--- src/rtl/yc_pkg.sv ---
// Shared definitions for the Y/C separator.
//   sample_t      default-width signed composite sample
//   LOG2_WIN      shift that turns the window sum into the window mean
//   sat_sample()  clamps a wide signed value into a signed w-bit range
package yc_pkg;

  localparam int YC_DATA_WIDTH  = 12;
  localparam int YC_WINDOW_SIZE = 32;
  localparam int LOG2_WIN       = $clog2(YC_WINDOW_SIZE);

  typedef logic signed [YC_DATA_WIDTH-1:0] sample_t;

  // Clamp x into [-2^(w-1), 2^(w-1)-1]. The result is still 32 bits wide;
  // the caller keeps the low w bits.
  function automatic logic signed [31:0] sat_sample(input logic signed [31:0] x,
                                                    input int w);
    logic signed [31:0] hi;
    logic signed [31:0] lo;
    hi = (32'sd1 <<< (w - 1)) - 32'sd1;
    lo = -(32'sd1 <<< (w - 1));
    if (x > hi)      return hi;
    else if (x < lo) return lo;
    else             return x;
  endfunction

endpackage

--- src/rtl/yc_boxcar_avg.sv ---
// Moving-average (boxcar) low-pass over the last WINDOW_SIZE samples.
//   clk, rst  pixel clock, asynchronous active-high reset
//   data_in   signed sample, one per clock
//   centre    shift_reg[WINDOW_SIZE/2], the window-centre sample (combinational)
//   mean      acc >>> log2(WINDOW_SIZE), mean of the current window (combinational)
//   luma      mean registered on each edge
module yc_boxcar_avg
  import yc_pkg::*;
#(
  parameter int DATA_WIDTH  = YC_DATA_WIDTH,
  parameter int WINDOW_SIZE = YC_WINDOW_SIZE
) (
  input  logic                         clk,
  input  logic                         rst,
  input  logic signed [DATA_WIDTH-1:0] data_in,
  output logic signed [DATA_WIDTH-1:0] centre,
  output logic signed [DATA_WIDTH-1:0] mean,
  output logic signed [DATA_WIDTH-1:0] luma
);

  localparam int LOG2 = $clog2(WINDOW_SIZE);
  // Sum of WINDOW_SIZE samples needs log2(WINDOW_SIZE) extra bits; no overflow.
  localparam int AW   = DATA_WIDTH + LOG2;

  if (WINDOW_SIZE < 2 || (WINDOW_SIZE & (WINDOW_SIZE - 1)) != 0) begin : g_bad_window
    $error("yc_boxcar_avg: WINDOW_SIZE must be a power of two >= 2");
  end

  logic signed [DATA_WIDTH-1:0] shift_reg [0:WINDOW_SIZE-1];
  logic signed [AW-1:0]         acc;

  // acc tracks the sum of shift_reg: add the incoming sample, drop the one
  // falling off the end of the delay line.
  always_ff @(posedge clk or posedge rst) begin
    if (rst) begin
      for (int i = 0; i < WINDOW_SIZE; i++) shift_reg[i] <= '0;
      acc  <= '0;
      luma <= '0;
    end else begin
      shift_reg[0] <= data_in;
      for (int i = 1; i < WINDOW_SIZE; i++) shift_reg[i] <= shift_reg[i-1];
      acc  <= acc + AW'(data_in) - AW'(shift_reg[WINDOW_SIZE-1]);
      luma <= mean;
    end
  end

  // Arithmetic shift floors toward minus infinity; the mean of in-range
  // samples always fits back into DATA_WIDTH bits.
  assign mean   = DATA_WIDTH'(acc >>> LOG2);
  assign centre = shift_reg[WINDOW_SIZE/2];

endmodule

--- src/rtl/yc_separator.sv ---
// Composite-video Y/C separator: luma is the boxcar mean of the window,
// chroma is the window-centre sample minus that mean (saturated).
//   clk         pixel clock
//   rst         asynchronous active-high reset
//   data_in     signed composite sample, one per clock
//   luma_out    signed Y estimate (registered)
//   chroma_out  signed C estimate (registered)
module yc_separator
  import yc_pkg::*;
#(
  parameter int DATA_WIDTH  = YC_DATA_WIDTH,
  parameter int WINDOW_SIZE = YC_WINDOW_SIZE
) (
  input  logic                         clk,
  input  logic                         rst,
  input  logic signed [DATA_WIDTH-1:0] data_in,
  output logic signed [DATA_WIDTH-1:0] luma_out,
  output logic signed [DATA_WIDTH-1:0] chroma_out
);

  if (DATA_WIDTH < 2 || DATA_WIDTH > 31) begin : g_bad_width
    $error("yc_separator: DATA_WIDTH must be in 2..31");
  end

  logic signed [DATA_WIDTH-1:0] centre;
  logic signed [DATA_WIDTH-1:0] mean;
  logic signed [DATA_WIDTH:0]   diff;
  logic signed [31:0]           diff_sat;

  yc_boxcar_avg #(
    .DATA_WIDTH  (DATA_WIDTH),
    .WINDOW_SIZE (WINDOW_SIZE)
  ) u_avg (
    .clk     (clk),
    .rst     (rst),
    .data_in (data_in),
    .centre  (centre),
    .mean    (mean),
    .luma    (luma_out)
  );

  // One extra bit holds any difference of two in-range samples exactly;
  // the clamp then keeps large high-frequency steps from wrapping sign.
  assign diff     = (DATA_WIDTH+1)'(centre) - (DATA_WIDTH+1)'(mean);
  assign diff_sat = sat_sample(32'(diff), DATA_WIDTH);

  always_ff @(posedge clk or posedge rst) begin
    if (rst) chroma_out <= '0;
    else     chroma_out <= DATA_WIDTH'(diff_sat);
  end

endmodule

--- config.mk ---
export PLATFORM = sky130hd
export DESIGN_NAME = yc_separator
export DESIGN_NICKNAME = d
export VERILOG_FILES = /design/src/rtl/yc_pkg.sv /design/src/rtl/yc_boxcar_avg.sv /design/src/rtl/yc_separator.sv
export SDC_FILE = /design/constraint.sdc
export NUM_CORES = 1
export LEC_CHECK = 0
export ABC_AREA = 1
export BUFFER_PORTS_ARGS = -buffer_cell sky130_fd_sc_hd__clkbuf_2
export CAP_MARGIN = 5
export CORE_MARGIN = 4
export CORE_UTILIZATION = 35
export CTS_BUF_LIST = sky130_fd_sc_hd__clkbuf_2 sky130_fd_sc_hd__clkbuf_4 sky130_fd_sc_hd__clkbuf_8
export CTS_CLUSTER_DIAMETER = 150
export CTS_CLUSTER_SIZE = 40
export DETAILED_ROUTE_END_ITERATION = 6
export GPL_TIMING_DRIVEN = 0
export PLACE_DENSITY_LB_ADDON = 0.25
export REMOVE_ABC_BUFFERS = 1
export SLEW_MARGIN = 20
export SYNTH_ARGS = -nofsm -noshare
export SYNTH_HDL_FRONTEND = slang
export SYNTH_SLANG_ARGS = --single-unit
--- constraint.sdc ---
create_clock -name clk -period 18.91 [get_ports clk]
set_input_delay 3.782 -clock clk [delete_from_list [all_inputs] [get_ports clk]]
set_output_delay 3.782 -clock clk [all_outputs]
set_load 0.03 [all_outputs]
; After elaboration in Yosys (flattened, before gate mapping)
; Cells that the tools add are included.
[totals]
ff_bits = 425
input_bits = 14
out_inout_bits = 24
word_cells = 42
[classes]
n_addsub = 3
n_lt_le_gt_ge = 2
muxes = 2
[op_table]
columns = cell, n
row1 = 12-bit two-way mux, 2
row2 = 17-bit by 12-bit adder with 17-bit output, 1
row3 = 17-bit by 12-bit subtractor with 17-bit output, 1
row4 = 13-bit by 12-bit > comparator with 1-bit output (second input constant), 1
row5 = 13-bit by 12-bit < comparator with 1-bit output (second input constant), 1
row6 = 12-bit by 12-bit subtractor with 13-bit output, 1

; Depth between registers and ports, before layout
[logic_depth]
depth_word = 4
depth_mapped = 14
ltp_nobuf = 13

; Cells and area by module
; Synthesis repeated with hierarchy kept, for this count alone.
[unflattened]
hier_cells = 870
area_unflattened_um2 = 13162.6
[by_module_without_submodules]
columns = mod, instances, cells_each, area_each_um2, seq_area_each_um2
row1 = yc_boxcar_avg, 1, 712, 12092.8, 10334.9
row2 = yc_separator, 1, 158, 1069.8, 300.3

; Least setup slack after synthesis
; Ideal clock, no wire load.
[synth_timing]
kind = input to register
startpoint = input data_in[1]
endpoint = register u_avg.acc[16]
setup_ns = 0.117
arrival_ns = 5.429
required_time_ns = 18.793
setup_slack_ns = 13.365
path_stages = 9
cell_sequence = inv_1 -> fa_1 -> fa_1 -> o21ai_1 -> nand2_1 -> nand2_1 -> nand3_1 -> nand3b_1 -> nand2_1
[synth_between]
elab_chain_len = 2
[synth_lines]
columns = item, line_no
row1 = start: declaration, yc_separator.sv:16  ; input logic signed [DATA_WIDTH-1:0] data_in,
row2 = 17-bit by 12-bit adder with 17-bit output, yc_boxcar_avg.sv:42  ; acc <= acc + AW'(data_in) - AW'(shift_reg[WINDOW_SIZE-1]);
row3 = 17-bit by 12-bit subtractor with 17-bit output, yc_boxcar_avg.sv:42
row4 = end signal: assignment, yc_boxcar_avg.sv:42
row5 = end: declaration, yc_boxcar_avg.sv:30  ; logic signed [AW-1:0] acc;
; No other way between the ends.

; Final worst setup path
[layout_timing]
startpoint = input data_in[3]
endpoint = register u_avg.acc[10]
; The elaborated chain is that of the path after synthesis.

==> key figures <==
Setup path
  – CP cell instances: clkbuf_2 -> inv_1 -> fa_1 -> inv_1 -> ha_1 -> nand2_1 -> o21ai_1 -> nand2_1 -> nand2_1 -> nand2_1 -> nand2_1 -> xor2_1
  – CP Class: primary input to flip-flop
  – Arr. time, crit path: 5.84 ns
  – Crit path required time: roughly 20 ns
  – Slowest cell on the critical path: fa_1
  – FF-to-FF setup slack: 16.54 ns
  – Worst-path maximum fanout: 5
  – Reg2Reg Depth: 11
  – CP max stage delay: 0.54 ns
  – Worst path most repeated cell: nand2_1
  – Worst Setup End Kind: flip-flop
  – CP startpoint kind: primary input

Logic synthesis
  – Primary FF master, synth: dfrtp_1
  – Post-synth EDFFs: 0
  – Post-synth ARST share: 100%
  – Post-Syn Area per Cell: 16.4 µm²
  – Post-synthesis cell count: 778
  – Seq/Total Area, Yosys: between 80% and 90%
  – Mapped cell area: 0.0128 mm²
  – Netlist cell types: 27
  – Synthesized flop and latch total: between 400 and 500
  – Synth warn: 0

Final layout
  – Share of layout cells above drive strength 1: about 10%
  – Commonest non-fill, non-tap cell in the layout: dfrtp_1
  – Most frequent cells in the layout: dfrtp_1, inv_1, nand2_1, clkbuf_2, ha_1
  – Nets@finish: 894
  – Synth-to-Final Area Change: 8.48%
  – Max FFs per register: between 300 and 400
  – Fin util: 38.7%
  – Fill cells: 3,268

Floorplanning
  – Die W: 199 µm
  – Die area: between 0.03 and 0.04 mm²
  – Core Region: 0.0358 mm²
  – Row cnt: about 70
  – Ports: 38
  – Die Height: 199 µm
  – Initial core utilization: 35.7%

Route
  – Initial DRC Count: approximately 260
  – Via count: 5,256
  – Drt pass-1 iters: 7
  – DRT antenna net count: 0
  – Drt wl/cell: between 10 and 15 µm
  – DR DRC count: 0
  – Routed vias/inst: 4.06
  – Total wire length: 17.3 mm

Placed design
  – Port-buffer cells: 37
  – Setup WS pre-CTS: 12.95 ns
  – GP Congestion: 0.847
  – DPL Wire Length: 11.7 mm

Clock network
  – Clk slew on worst S/H paths: 0.21 ns
  – TritonCTS clock tree: yes
  – CTS Hold Bufs: 0
  – CTS Sinks: 425
  – Post-CTS Repair Setup Buffers: 0
  – Clk root buf: clkbuf_8
  – Cts repair resizes: 0
  – Clock buffer depth: 3
  – H-tree depth: 1
  – Number of CTS-inserted buffers: 14
  – Clk_lat worst skew: 0.59 ns

Pwr
  – Int Pwr: 1.27 mW
  – PD cells: 138 mW/mm²
  – Flop pwr share: about 54%
  – Pleak: 6.62 nW
  – Sw Share: 33.5%
  – Comb pwr share: 29.6%
  – Maximum vdd drop: 0.0651 mV
  – Clk pwr share: between 10% and 20%
  – Net Sw Power: between 0.6 and 0.7 mW

Run status
  – Status: complete, no violations

STA
  – Max Clk Rate: 188 MHz
  – Slew of the pin with the lowest slew margin: slightly below 0.5 ns
  – RSZ-0062 raised after global routing: no
  – Skew final: approximately 0.035 ns
  – Final worst slack: 13.60 ns
  – Slew Viols, Final: 0
  – Crit path time final: ~5.3 ns
  – Final Hold Viols: 0
  – Fin crit share: approximately 28%
  – Slew Limit Headroom: 67.0%
  – Setup-failing EPs final: 0

Min path
  – Hold-critical path depth: 0
  – HP Class: flip-flop to flip-flop

GRT
  – Met3 usage in global routing: 1.48%
  – First-pass GRT wire length: 28.6 mm
  – Vias in the first global route: 5,333
  – M2 GR Usage: 11.8%
  – GR Overflow Total: 0
  – Met1 Use GR: 15.5%
  – Initial antenna violation count: 0
  – GRT Overall Usage: 8.98%
  – Pin count of the biggest net entering global routing: 102
  – Gr busiest metal: met1

Flow run
  – Max Cap Viol: 0
==> area by class of cell <==
| type | count | area [µm²] | share of cell area [%] |
|---|---|---|---|
| Antenna cell | 2 | 5.00 | 0.0361 |
| Clock buffer | 15 | 206 | 1.49 |
| Inverter | 93 | 357 | 2.57 |
| Tap cell | 461 | 577 | 4.16 |
| Clock inverter | 1 | 16.3 | 0.117 |
| Multi-Input combinational cell | 258 | 1790 | 12.9 |
| Timing Repair Buffer | 41 | 295 | 2.13 |
| Sequential cell | 425 | 10600 | 76.6 |
==> layer usage <==
layer	share of wire [%]	vias to the layer above	wire length, µm
li1	-	2466	-
met1	55	2694	9510
met2	40	77	6870
met3	3.2	19	559
met4	1.9	0	324
met5	0	-	0
==> critical path: cells and delay by family <==
kind	cells	cell delay, ns
buffers and inverters	3	0.23
and+or+nand+nor	5	0.48
AOI/OAI and AO/OA	1	0.27
xor gates and xnor gates	1	0.16
adders and majority gates	2	0.90
==> power by group through the flow <==
stage / registers, mW / logic (mW) / clock network (mW)
2_1_floorplan: 1.10 / 0.386 / 0
3_3_place_gp: 1.06 / 0.561 / 0
3_5_place_dp: 1.06 / 0.570 / 0
4_1_cts: 1.04 / 0.572 / 0.336
5_1_grt: 1.05 / 0.651 / 0.364
6_report: 1.04 / 0.565 / 0.311
==> Yosys cell counts (2+ instances only) <==
cell        n  area, µm²
nand3_1    11       55.1
fa_1       17        340
o21bai_1    2       15.0
ha_1       30        375
nand2_2    13       81.3
xnor2_1    10       87.6
a21oi_2     2       17.5
buf_6       2       22.5
nand2_1    91        342
nand4_1     4       25.0
inv_1      92        345
nor2_2      3       18.8
o21ai_0     7       35.0
nor2_1     19       71.3
nand3_2     4       40.0
dfrtp_1   425      10600
a21oi_1    26        130
xor2_1     11       96.3
==> worst paths after layout <==
check,start,end
min in group asynchronous,rst,u_avg.shift_reg[78]$_DFF_PP0_
max in group asynchronous,rst,u_avg.shift_reg[167]$_DFF_PP0_
setup reg to reg,u_avg.shift_reg[0]$_DFF_PP0_,u_avg.acc[10]$_DFF_PP0_
hold reg to reg,u_avg.shift_reg[14]$_DFF_PP0_,u_avg.shift_reg[2]$_DFF_PP0_
hold / removal,u_avg.shift_reg[14]$_DFF_PP0_,u_avg.shift_reg[2]$_DFF_PP0_
setup / recovery,data_in[3],u_avg.acc[10]$_DFF_PP0_
==> cell families (layout without fill, tap and decap cells) <==
group / after synthesis / after routing / synth area share (%)
buf+inv: 95 / 150 / 2.90
fa+ha+maj: 47 / 47 / 5.59
simple gates: 149 / 149 / 5.18
flops: 425 / 425 / 83.1
other cells: 0 / 2 / 0
xor+xnor: 21 / 21 / 1.44
compound gates: 41 / 41 / 1.77
==> per-stage QoR <==
step / area (µm²) / hold slack [ns] / power, mW / setup TNS [ns] / std cells
floorplan: 12800 / 0.331 / 1.48 / 0 / 776
global placement: 13500 / 0.332 / 1.62 / -61.53 / 1274
detailed placement: 13700 / 0.335 / 1.62 / 0 / 1278
CTS: 13900 / 0.355 / 1.95 / 0 / 1294
global route: 13900 / 0.355 / 2.06 / 0 / 1294
finish: 13900 / 0.343 / 1.91 / 0 / 1296
(Power assumes the default switching activity.)
